==> config.mk <==
export PLATFORM = sky130hd
export DESIGN_NAME = deemph_iir
export DESIGN_NICKNAME = d
export VERILOG_FILES = /design/src/rtl/deemph_iir_pkg.sv /design/src/rtl/deemph_iir_mac.sv /design/src/rtl/deemph_iir.sv
export SDC_FILE = /design/constraint.sdc
export NUM_CORES = 1
export LEC_CHECK = 0
export ABC_AREA = 1
export BUFFER_PORTS_ARGS = -buffer_cell sky130_fd_sc_hd__buf_2
export CORE_ASPECT_RATIO = 1.25
export CORE_MARGIN = 4
export CORE_UTILIZATION = 40
export DETAILED_ROUTE_END_ITERATION = 10
export PLACE_DENSITY = 0.63
export SYNTH_ARGS = -nofsm -noshare
export SYNTH_HDL_FRONTEND = slang
export SYNTH_SLANG_ARGS = --single-unit
==> constraint.sdc <==
create_clock -name clock -period 7.4 [get_ports clock]
set_clock_uncertainty 0.05 [all_clocks]
set_input_delay 1.48 -clock clock [delete_from_list [all_inputs] [get_ports clock]]
set_output_delay 1.48 -clock clock [all_outputs]
set_load 0.05 [all_outputs]
==> src/rtl/deemph_iir_pkg.sv <==
// Shared constants, FSM encoding and dequantiser for the de-emphasis IIR.
// Optional clamp of the dequantised result: DEEMPH_IIR_SATURATE_EN.
package deemph_iir_pkg;

    localparam int DATA_WIDTH = 32;
    localparam int BITS       = 10;
    localparam int ACC_W      = 2 * DATA_WIDTH + 2;

    localparam int X0_DEF = 178;
    localparam int X1_DEF = 178;
    localparam int Y1_DEF = 651;

    typedef enum logic [1:0] {
        S_IDLE  = 2'd0,
        S_MAC   = 2'd1,
        S_WRITE = 2'd2
    } state_t;

    localparam logic signed [ACC_W-1:0] Y_MAX =
        {{(ACC_W - DATA_WIDTH + 1){1'b0}}, {(DATA_WIDTH - 1){1'b1}}};
    localparam logic signed [ACC_W-1:0] Y_MIN =
        {{(ACC_W - DATA_WIDTH + 1){1'b1}}, {(DATA_WIDTH - 1){1'b0}}};

    // Arithmetic shift floors toward -inf, so negative inputs round down.
    function automatic logic signed [DATA_WIDTH-1:0] dequantize(
        input logic signed [ACC_W-1:0] acc,
        input int                      shift
    );
        logic signed [ACC_W-1:0] s;
        s = acc >>> shift;
`ifdef DEEMPH_IIR_SATURATE_EN
        if (s > Y_MAX) begin
            s = Y_MAX;
        end else if (s < Y_MIN) begin
            s = Y_MIN;
        end
`endif
        return s[DATA_WIDTH-1:0];
    endfunction

endpackage

==> src/rtl/deemph_iir_mac.sv <==
// Combinational three-term multiply-accumulate for the de-emphasis IIR.
// Samples and coefficients are widened to the accumulator before multiplying.
module iir_mac #(
    parameter int DATA_WIDTH = deemph_iir_pkg::DATA_WIDTH,
    parameter int ACC_W      = 2 * DATA_WIDTH + 2,
    parameter int X0         = deemph_iir_pkg::X0_DEF,
    parameter int X1         = deemph_iir_pkg::X1_DEF,
    parameter int Y1         = deemph_iir_pkg::Y1_DEF
) (
    input  logic signed [DATA_WIDTH-1:0] i_x_cur,
    input  logic signed [DATA_WIDTH-1:0] i_x_prev,
    input  logic signed [DATA_WIDTH-1:0] i_y_prev,
    output logic signed [ACC_W-1:0]      o_acc
);

    localparam int PAD = ACC_W - DATA_WIDTH;

    localparam logic signed [ACC_W-1:0] C_X0 = ACC_W'(X0);
    localparam logic signed [ACC_W-1:0] C_X1 = ACC_W'(X1);
    localparam logic signed [ACC_W-1:0] C_Y1 = ACC_W'(Y1);

    logic signed [ACC_W-1:0] w_xc;
    logic signed [ACC_W-1:0] w_xp;
    logic signed [ACC_W-1:0] w_yp;
    logic signed [ACC_W-1:0] w_p0;
    logic signed [ACC_W-1:0] w_p1;
    logic signed [ACC_W-1:0] w_p2;

    assign w_xc = {{PAD{i_x_cur[DATA_WIDTH-1]}}, i_x_cur};
    assign w_xp = {{PAD{i_x_prev[DATA_WIDTH-1]}}, i_x_prev};
    assign w_yp = {{PAD{i_y_prev[DATA_WIDTH-1]}}, i_y_prev};

    assign w_p0 = C_X0 * w_xc;
    assign w_p1 = C_X1 * w_xp;
    assign w_p2 = C_Y1 * w_yp;

    assign o_acc = w_p0 + w_p1 + w_p2;

endmodule

==> src/rtl/deemph_iir.sv <==
// First-order fixed-point de-emphasis IIR between two FWFT FIFOs.
// Define DEEMPH_IIR_SATURATE_EN to clamp instead of wrap on overflow.
module deemph_iir #(
    parameter int DATA_WIDTH = deemph_iir_pkg::DATA_WIDTH,
    parameter int BITS       = deemph_iir_pkg::BITS,
    parameter int X0         = deemph_iir_pkg::X0_DEF,
    parameter int X1         = deemph_iir_pkg::X1_DEF,
    parameter int Y1         = deemph_iir_pkg::Y1_DEF
) (
    input  logic                  clock,
    input  logic                  reset,
    output logic                  in_rd_en,
    input  logic                  in_empty,
    input  logic [DATA_WIDTH-1:0] in_dout,
    output logic                  out_wr_en,
    input  logic                  out_full,
    output logic [DATA_WIDTH-1:0] out_din
);

    import deemph_iir_pkg::*;

    localparam int ACC_W = 2 * DATA_WIDTH + 2;

    state_t r_state;

    logic signed [DATA_WIDTH-1:0] r_x_cur;
    logic signed [DATA_WIDTH-1:0] r_x_prev;
    logic signed [DATA_WIDTH-1:0] r_y_prev;
    logic signed [DATA_WIDTH-1:0] r_y;

    logic signed [ACC_W-1:0] w_acc;
    logic                    w_take;
    logic                    w_give;

    // reset is active-low; it gates both handshakes directly.
    assign w_take = reset && (r_state == S_IDLE) && !in_empty;
    assign w_give = reset && (r_state == S_WRITE) && !out_full;

    assign in_rd_en  = w_take;
    assign out_wr_en = w_give;
    assign out_din   = r_y;

    iir_mac #(
        .DATA_WIDTH (DATA_WIDTH),
        .ACC_W      (ACC_W),
        .X0         (X0),
        .X1         (X1),
        .Y1         (Y1)
    ) u_mac (
        .i_x_cur  (r_x_cur),
        .i_x_prev (r_x_prev),
        .i_y_prev (r_y_prev),
        .o_acc    (w_acc)
    );

    always_ff @(posedge clock) begin
        if (!reset) begin
            r_state  <= S_IDLE;
            r_x_cur  <= '0;
            r_x_prev <= '0;
            r_y_prev <= '0;
            r_y      <= '0;
        end else begin
            case (r_state)
                S_IDLE: begin
                    if (w_take) begin
                        r_x_cur <= in_dout;
                        r_state <= S_MAC;
                    end
                end
                S_MAC: begin
                    r_y     <= dequantize(w_acc, BITS);
                    r_state <= S_WRITE;
                end
                S_WRITE: begin
                    if (w_give) begin
                        r_x_prev <= r_x_cur;
                        r_y_prev <= r_y;
                        r_state  <= S_IDLE;
                    end
                end
                default: r_state <= S_IDLE;
            endcase
        end
    end

endmodule

==> reports/results.ini <==
[run_status]
outcome=finished with violations
violations=setup timing

[power_and_ir_drop]
power_frac_seq_pct=14.0
p_per_area_mw_per_mm2=193.7
pwr-share-comb_pct=68.1
p_sw_mw=2.519
internal_power_mw=3.084
power_leakage_nw=14.67
switching_share_pct=44.96
peakVddDrop_mv=0.1300
clockPowerShare_pct=17.9

[min_path]
min_path_type=flop to flop
min_from=out_din[2]

[clock_network]
cts.sink_count=130
path_clk_slew_ns=0.06
cts_tree=built
cts_buffer_depth=2
insertion_delay_ns=0.51
clockRootBuffer=clkbuf_16
h-tree-depth=4
cts_buffers=17

[drt]
avgViaCountPerCell=4.944
wl_per_cell_um=17.22
totalWireLength_um=66640
vias=19128
ant_nets=0
drc_errors=0
dr.pass1.iters=5
drt_iter0_markers=833

[cells_and_area]
multiInputGateArea_mm2=0.01924
regArea_mm2=0.002665
final_area_mm2=0.02893
layout-drive-gt1-share_pct=28.74
finish.utilization_pct=53.49
antenna_cells=0
synthToLayoutAreaGrowth_pct=31.88
fill_cells=4911
fin_nets=3830

[job]
max_cap_viol_count=0

[floorplan]
dieArea_mm2=0.05868
die_width_um=217.5
initial_utilization_pct=40.56
core-area_mm2=0.05408
rows=95
io_pins=70
die_y_um=269.8

[synthesis]
syn_area_mm2=0.02194
syn-instance-count=2720
synth_top_area_share_pct=26.19
synth_edf_count=0
ys_ff_latch=130
yosys_most_used_dff=dfxtp_1
ys_seq_area_share_pct=11.86
yosys_warnings=0
synthArstFlopShare_pct=0
yosys.area.top_type=fa_1
syn_nets=3420
synth_area_leaders=fa_1 26%, ha_1 22%, dfxtp_1 12%
avgSynthCellArea_um2=8.065
yosysUniqueCellTypes=50

[global_routing]
grt_max_degree=68
antenna_found_initial=1
grt_pass1_wl_um=105300
grt.overflow.total=0
first_global_vias=20500
grt_usage_pct=22.67

[critical_path]
cp_max_fo=4
startpoint=r_x_cur[6]
critical_path_arrival_ns=7.81
cpMaxStageDelayCell=fa_1
rr_startpoint=r_x_cur[6]
slowest_delay_ns=0.53
endpoint_kind=flop
cp-start-kind=flop
worstPathRequired_ns=7.76
path_class=flop to flop

[timing]
rsz0062_at_grt=yes
holdWs_ns=0.4362
final.setup.worst_slack_ns=-0.04813
timing.final.crit_period_ns=7.448
slew_viol_final=0
setup_viol=2
hold_viol=0
fin_crit_sh_pct=100.7
relSlewSlack_pct=34.07
tightest_slew_ns=0.9808
clock.fmax_mhz=134.3

[placement]
gp_congestion=0.9642
dpl_cell_area_mm2=0.02545
io_buffers=69
dpl.hpwl_um=54680
pre_cts_slack_ns=-0.6149

worst paths after layout:
path / cells after the start / slack (ns) / end
hold / removal: 2 / 0.44 / r_y_prev[2]
setup reg to reg: 36 / -0.05 / out_din[27]
hold reg to reg: 2 / 0.44 / r_y_prev[2]
setup / recovery: 36 / -0.05 / out_din[27]
kinds of logic after synthesis:
family | synth area share, %
flops | 11.86
xor+xnor | 3.228
buf+inv | 11.47
fa+ha+maj | 47.69
simple gates | 15.25
compound gates | 10.49
flip-flops by register name, summed over array words and instances, names as in the netlist:
name / count
out_din: 32
r_x_cur: 32
r_x_prev: 32
r_y_prev: 32
r_state: 2
layout by cell type (no fill, tap or decap), types with 12 or more instances in the layout:
cell type  count
nand4_1       17
o21ai_2       12
dfxtp_2       17
ha_1         291
inv_1        585
clkbuf_16     17
buf_6         14
buf_4        348
nor2_4        24
inv_2         37
a21oi_2       41
nand2_1      433
nor2_2        34
o31ai_1       38
nand2_4       17
o21ai_1       17
a21oi_4       16
xnor2_1       33
nand3_1       54
xor2_1        26
dfxtp_1      102
nand2_2       58
nor2_1       115
ha_4          83
buf_2         69
o21ai_0      106
fa_1         273
fa_2          14
a21oi_1       58
a21o_1        20
metal layers:
metal / wire length [um] / share of wire (%) / global-route usage [%]
met1: 26930 / 40 / 26.49
met2: 35700 / 54 / 42.26
met3: 1900 / 2.9 / 2.813
met4: 2103 / 3.2 / 8.003
met5: 0 / 0 / 0
worst max-delay path: cells and delay by family, from the launching register on:
kind / cells / cell delay [ns]
XOR/XNOR: 1 / 0.13
adder cells (fa/ha/maj): 11 / 4.40
flip-flops: 1 / 0.36
AND/OR/NAND/NOR: 13 / 1.44
AO/OA/AOI/OAI: 3 / 0.47
buffers and inverters: 8 / 0.52
power by group through the flow:
stage	registers [mW]	clock network [mW]	logic [mW]
global route	0.792	1.04	4.21
finish	0.786	1.00	3.82
global placement	0.794	0	2.85
CTS	0.783	1.02	3.17
floorplan	0.854	0	1.66
detailed placement	0.796	0	2.89
synthesized netlist by cell type (2+ instances only):
cell type / instances
nor2_2: 7
a221oi_1: 5
clkbuf_1: 21
o21bai_1: 14
inv_1: 625
ha_1: 377
o221ai_1: 2
dfxtp_1: 130
nand2_2: 19
nand4_1: 17
xnor2_1: 45
a21oi_2: 6
nor3_2: 4
o21ai_1: 5
o21a_1: 9
nor3_1: 19
nor4_1: 5
a31oi_1: 8
o211ai_1: 7
buf_2: 16
xor2_1: 34
fa_1: 287
a21oi_1: 108
buf_1: 3
o21ai_2: 5
nor2_1: 165
nand2_1: 490
a21boi_1: 2
nand3_1: 62
a211oi_1: 3
a21o_1: 20
nand3b_1: 9
nor4_2: 2
o31ai_1: 38
o21bai_4: 3
a21boi_0: 4
o21ai_0: 131
per-stage QoR:
step / power (mW) / std cells / TNS, ns
global placement: 3.646 / 3797 / -4.029
floorplan: 2.513 / 2720 / 0
CTS: 4.976 / 3843 / -0.003555
finish: 5.603 / 3869 / -0.05879
global route: 6.047 / 3869 / -2.358
detailed placement: 3.683 / 3797 / -5.391
layout make-up:
| cell class | instances | share of cell area, % |
|---|---|---|
| sequential | 130 | 9.212 |
| timing repair buffer | 431 | 10.77 |
| multi-input combinational | 1925 | 66.50 |
| clock inverter | 9 | 0.6141 |
| tap | 727 | 3.144 |
| inverter | 625 | 8.126 |
| clock buffer | 22 | 1.639 |
timing repair:
action,CTS,global route
setup endpoints to repair,25,27
resized for setup,143,387
pin swaps,36,140
hold buffers,0,0
setup buffers,15,28
(Power assumes the default switching activity.)
